**src/rtl/muldiv_unit.sv**
```systemverilog
// Iterative MULT/MULTU/DIV/DIVU unit. HI/LO and done arrive WIDTH+1 cycles after the start edge.
// Only one operation runs at a time, and start is ignored while busy is high.
module muldiv_unit #(
  parameter int WIDTH = 32
) (
  input  logic             clk,
  input  logic             rst,
  input  logic             start,
  input  logic [1:0]       md_op,
  input  logic [WIDTH-1:0] A,
  input  logic [WIDTH-1:0] B,
  output logic [WIDTH-1:0] hi_out,
  output logic [WIDTH-1:0] lo_out,
  output logic             busy,
  output logic             done,
  output logic             div_by_zero
);

  localparam int CW = $clog2(WIDTH);

  typedef enum logic [1:0] {IDLE, CALC, FIX} state_t;

  state_t             state, state_nxt;
  logic [CW-1:0]      cnt;
  logic               is_div;
  logic               neg_main;
  logic               neg_rem;
  logic               dbz_pend;
  logic [WIDTH-1:0]   opnd;
  logic [2*WIDTH-1:0] acc;

  logic               op_signed, a_neg, b_neg;
  logic [WIDTH-1:0]   a_mag, b_mag;
  logic [WIDTH:0]     mul_sum;
  logic [WIDTH:0]     div_shift;
  logic [WIDTH-1:0]   div_sub;
  logic               div_ge;
  logic [2*WIDTH-1:0] acc_neg;
  logic [WIDTH-1:0]   quo_fix, rem_fix;

  assign op_signed = ~md_op[0];
  assign a_neg     = op_signed & A[WIDTH-1];
  assign b_neg     = op_signed & B[WIDTH-1];
  assign a_mag     = a_neg ? -A : A;
  assign b_mag     = b_neg ? -B : B;

  // Multiply: acc holds {partial product, remaining multiplier bits}.
  // Divide: acc holds {partial remainder, remaining dividend / growing quotient}.
  assign mul_sum   = {1'b0, acc[2*WIDTH-1:WIDTH]} + (acc[0] ? {1'b0, opnd} : '0);
  assign div_shift = {acc[2*WIDTH-1:WIDTH], acc[WIDTH-1]};
  assign div_ge    = div_shift >= {1'b0, opnd};
  assign div_sub   = div_shift[WIDTH-1:0] - opnd;

  assign acc_neg   = -acc;
  assign quo_fix   = neg_main ? -acc[WIDTH-1:0] : acc[WIDTH-1:0];
  // With a zero divisor every step subtracts nothing, so the remainder ends as |A| and its sign fix restores A.
  assign rem_fix   = neg_rem ? -acc[2*WIDTH-1:WIDTH] : acc[2*WIDTH-1:WIDTH];

  assign busy = (state != IDLE);

  always_ff @(posedge clk) begin
    if (rst) state <= IDLE;
    else     state <= state_nxt;
  end

  always_comb begin
    state_nxt = state;
    case (state)
      IDLE: if (start) state_nxt = CALC;
      CALC: if (cnt == CW'(WIDTH - 1)) state_nxt = FIX;
      FIX:  state_nxt = IDLE;
      default: state_nxt = IDLE;
    endcase
  end

  always_ff @(posedge clk) begin
    if (rst) begin
      cnt         <= '0;
      is_div      <= 1'b0;
      neg_main    <= 1'b0;
      neg_rem     <= 1'b0;
      dbz_pend    <= 1'b0;
      opnd        <= '0;
      acc         <= '0;
      hi_out      <= '0;
      lo_out      <= '0;
      done        <= 1'b0;
      div_by_zero <= 1'b0;
    end else begin
      done <= 1'b0;
      case (state)
        IDLE: begin
          if (start) begin
            cnt      <= '0;
            is_div   <= md_op[1];
            neg_main <= a_neg ^ b_neg;
            neg_rem  <= a_neg;
            dbz_pend <= md_op[1] && (B == '0);
            opnd     <= md_op[1] ? b_mag : a_mag;
            acc      <= md_op[1] ? {{WIDTH{1'b0}}, a_mag} : {{WIDTH{1'b0}}, b_mag};
          end
        end
        CALC: begin
          cnt <= cnt + 1'b1;
          if (is_div)
            acc <= {(div_ge ? div_sub : div_shift[WIDTH-1:0]), acc[WIDTH-2:0], div_ge};
          else
            acc <= {mul_sum, acc[WIDTH-1:1]};
        end
        FIX: begin
          done        <= 1'b1;
          div_by_zero <= dbz_pend;
          if (is_div) begin
            hi_out <= rem_fix;
            lo_out <= dbz_pend ? '1 : quo_fix;
          end else begin
            hi_out <= neg_main ? acc_neg[2*WIDTH-1:WIDTH] : acc[2*WIDTH-1:WIDTH];
            lo_out <= neg_main ? acc_neg[WIDTH-1:0] : acc[WIDTH-1:0];
          end
        end
        default: ;
      endcase
    end
  end

endmodule

```
**config.mk**
```make
export PLATFORM = sky130hd
export DESIGN_NAME = muldiv_unit
export DESIGN_NICKNAME = d
export VERILOG_FILES = /design/src/rtl/muldiv_unit.sv
export SDC_FILE = /design/constraint.sdc
export NUM_CORES = 1
export LEC_CHECK = 0
export BUFFER_PORTS_ARGS = -buffer_cell sky130_fd_sc_hd__buf_2
export CORE_MARGIN = 3
export CORE_UTILIZATION = 35
export DETAILED_ROUTE_END_ITERATION = 10
export GPL_TIMING_DRIVEN = 0
export PLACE_DENSITY = 0.49
export SYNTH_ARGS = -nofsm -noshare
export SYNTH_HDL_FRONTEND = slang
export SYNTH_SLANG_ARGS = --single-unit
```
**constraint.sdc**
```tcl
create_clock -name clk -period 3.6 [get_ports clk]
set_input_delay 0.72 -clock clk [delete_from_list [all_inputs] [get_ports clk]]
set_output_delay 0.72 -clock clk [all_outputs]
set_load 0.03 [all_outputs]
```
==> summary.txt <==
sum of buffers and inverters on the critical path -> 3
R2R cell count -> 14
CP Launch Type -> register
Leak -> 0.00642 uW
die height -> 208 um
Synth Flop Type -> dfxtp_1
Final Hold Fails -> 0
Placement Rows -> 73
initial antenna violation count -> 1
Post-Synth Simple-Gate Area -> 0.215
drt pass-1 iters -> 5
ANT cells -> 0
post-synthesis mux area share -> 0.0371
crit path DAT -> 3.82 ns
CP delay by family, top -> compound AO/OA/AOI/OAI gates
Worst Tran Pin Value -> 0.996 ns
num ports -> 136
final-report setup violation count -> 0
Root Driver -> clkbuf_16
hold path start -> hi_out[7]
routed via count -> 15.2k
Cell Int Power -> 3520 uW
largest net degree at the start of global routing -> 18
layout cells sized above 1 -> 0.122
worst min-delay path class -> reg -> reg
GRT Total Usage -> 0.260
Synth Warn # -> 0
Crit path largest cell delay -> 0.42 ns
largest family of logic cells by synthesized area -> compound AO/OA/AOI/OAI gates
Residual DRC -> 0
worst-case vdd ir drop -> 0.000265 V
pre-CTS setup slack -> -0.705 ns
Avg Inst Size Synth -> 7.33 um2
PortBufs -> 133
cell area power density -> 346 mW/mm2
commonest non-fill, non-tap cell in the layout -> nor2_1
Clock Sinks -> 173
initial drt markers -> 1244
final worst path period share -> 0.964
Synth Area in Adders -> 0.0643
R2R setup slack -> 0.13 ns
first-pass GRT wire length -> 87.7 mm
reg2reg start -> acc[31]
#FFs+latches synth -> 173
Placer Congestion -> 0.951
nets@finish -> 2241
CTS tree -> done
CP required -> 3.95 ns
Cell Chain, Critical Path -> inv_1, ha_1, inv_1, fa_1, a211oi_1, o21ai_0, o211ai_1, buf_4, nand2_2, a31oi_2, o21ai_0, xnor2_1, o21ai_0, a221o_1
switch share -> 0.382
Die ar. -> 0.0432 mm2
Clock Power Share -> 0.323
Core ar. -> 0.0400 mm2
Overflow after GRT -> 0
worst hold path depth -> 2
syn_nets -> 2085
Seq/Total Area, Yosys -> 0.243
vias per cell -> 5.75
Sw Pwr -> 2170 uW
worst-path fanout max -> 4
Max Clock Skew -> 0.0183 ns
EDFF count, synth -> 0
Fill cells -> 4264
clock slew at reported path FFs -> 0.07 ns
status -> finished clean
Post-synth ARST share -> 0
WL/cell -> 22.2 um
slowest CP cell -> fa_1
final setup margin -> 0.130 ns
minimum clock period -> 3.47 ns
Comb power frac -> 0.308
Finished Core Util -> 0.411
ANT nets after route -> 0
area growth from synthesis to layout -> 15.5%
Worst Hold Endpoint -> hi_out[7]
CTS Hold Bufs -> 0
dpl hpwl -> 46.9 mm
Worst Setup Path Type -> reg -> reg
slew margin rel. -> 0.336
Longest Clk Path Bufs -> 2
worst hold slack -> 0.449 ns
Die Span X -> 208 um
fmax -> 288 MHz
Slew Limit Fails -> 0
Crit path top cell by count -> o21ai_0
reg-to-reg critical path endpoint -> acc[56]
Synth Area in Compound Gates -> 0.283
Distinct cells, synth -> 78
Mapped Cells -> 1944
most frequent cells in the layout -> nor2_1, nand2_1, a21oi_1, dfxtp_1, buf_2
clock latency on the worst-skew pair -> 0.47 ns
TritonCTS buffer count -> 17
CP Capture Type -> register
Syn Std Cell Area -> 0.0142 mm2
sequential share of power -> 0.369
Starting Density -> 0.356
final WL -> 58.7 mm
vias in the first global route -> 14.4k
CTS H-tree lvls -> 4
Synth Area in XOR/XNOR -> 0.103
Max Cap Viol -> 0
[flip-flops by register name, summed over array words and instances, names as in the netlist]
signal,count
acc,64
hi_out,32
lo_out,32
opnd,32
cnt,5
state,2
dbz_pend,1
div_by_zero,1
done,1
is_div,1
neg_main,1
neg_rem,1
[stage by stage]
step | power (uW) | instance area (um2) | instances | TNS, ns
6_report | 5690 | 16500 | 2637 | 0
3_5_place_dp | 3800 | 15600 | 2603 | -23.86
2_1_floorplan | 3210 | 14200 | 1944 | 0
3_3_place_gp | 3790 | 15600 | 2602 | -24.16
5_1_grt | 5940 | 16500 | 2637 | -0.0118
4_1_cts | 5640 | 16200 | 2634 | 0
[routing by layer]
layer / wire (um) / track usage / up-vias
met4: 1560 / 0.0751 / 2
met5: 7 / 0 / -
met2: 25700 / 0.410 / 490
met1: 27100 / 0.359 / 7252
li1: - / - / 7359
met3: 4290 / 0.0573 / 72
[how the worst max path moves through the flow]
stage | from | endpoint | slack (ns) | depth (start not counted)
after global placement | acc[47] | acc[50] | -0.72 | 12
after detailed placement | acc[47] | acc[56] | -0.71 | 12
after global routing | acc[0] | acc[62] | -0.01 | 14
final | acc[31] | acc[56] | 0.13 | 14
after floorplan | acc[0] | acc[60] | 0.29 | 14
after CTS | acc[0] | acc[61] | 0.02 | 14
[cell usage after synthesis, types with 6 or more instances]
cell / instances / area share
nor2_1: 222 / 0.058
nand2_1: 200 / 0.053
a21oi_1: 177 / 0.062
dfxtp_1: 173 / 0.24
clkbuf_1: 120 / 0.032
a211oi_1: 117 / 0.062
o21ai_0: 114 / 0.040
xor2_1: 90 / 0.055
xnor2_1: 78 / 0.048
ha_1: 70 / 0.061
inv_1: 66 / 0.017
mux2i_1: 46 / 0.032
nor3_1: 42 / 0.015
nand3_1: 35 / 0.012
a21o_1: 31 / 0.016
o211ai_1: 30 / 0.016
nand2b_1: 29 / 0.013
o31ai_1: 21 / 0.011
or3_1: 21 / 0.0092
a31oi_1: 19 / 0.0083
a221o_1: 16 / 0.011
and2_1: 15 / 0.0066
nor2b_1: 14 / 0.0061
nand4_1: 12 / 0.0053
nor4_1: 12 / 0.0053
o41ai_1: 12 / 0.0074
o21bai_1: 10 / 0.0053
or4_1: 10 / 0.0053
a22oi_1: 9 / 0.0047
buf_1: 9 / 0.0024
and3_1: 8 / 0.0035
a221oi_1: 7 / 0.0043
o21a_1: 7 / 0.0037
a311oi_1: 6 / 0.0037
mux2_2: 6 / 0.0047
or2_2: 6 / 0.0026
[what timing repair did]
action,CTS,global route
setup buffers,4,5
setup endpoints to repair,49,41
resized for setup,28,47
pin swaps,2,8
[power groups by stage]
stage | Clock (uW) | Combinational, uW | Sequential (uW)
after detailed placement | 0 | 1660 | 2140
after global placement | 0 | 1650 | 2140
after global routing | 1930 | 1900 | 2110
after CTS | 1860 | 1690 | 2090
after floorplan | 0 | 1120 | 2100
final | 1840 | 1750 | 2100
[tightest hold or removal path: stages, from the launching register on]
cell	delay, ns
dfxtp_1	0.31
nand2_1	0.05
a21oi_1	0.05
[logic make-up (layout without fill, tap and decap cells)]
kind of cell    Yosys count  count (layout)
compound gates          623             623
xor+xnor                168             168
fa+ha+maj                72              72
buf+inv                 200             368
flops                   173             173
mux                      52              52
simple gates            656             656
[final cells by class]
class	count	area [um2]	area share
Buffer	128	519	0.0316
Clock buffer	18	429	0.0261
Clock inverter	13	129	0.00783
Inverter	66	251	0.0153
Multi-Input combinational cell	1571	10200	0.622
Sequential cell	173	3470	0.211
Tap cell	525	657	0.0399
Timing Repair Buffer	143	757	0.0460
Power figures use the tool's default switching activity.
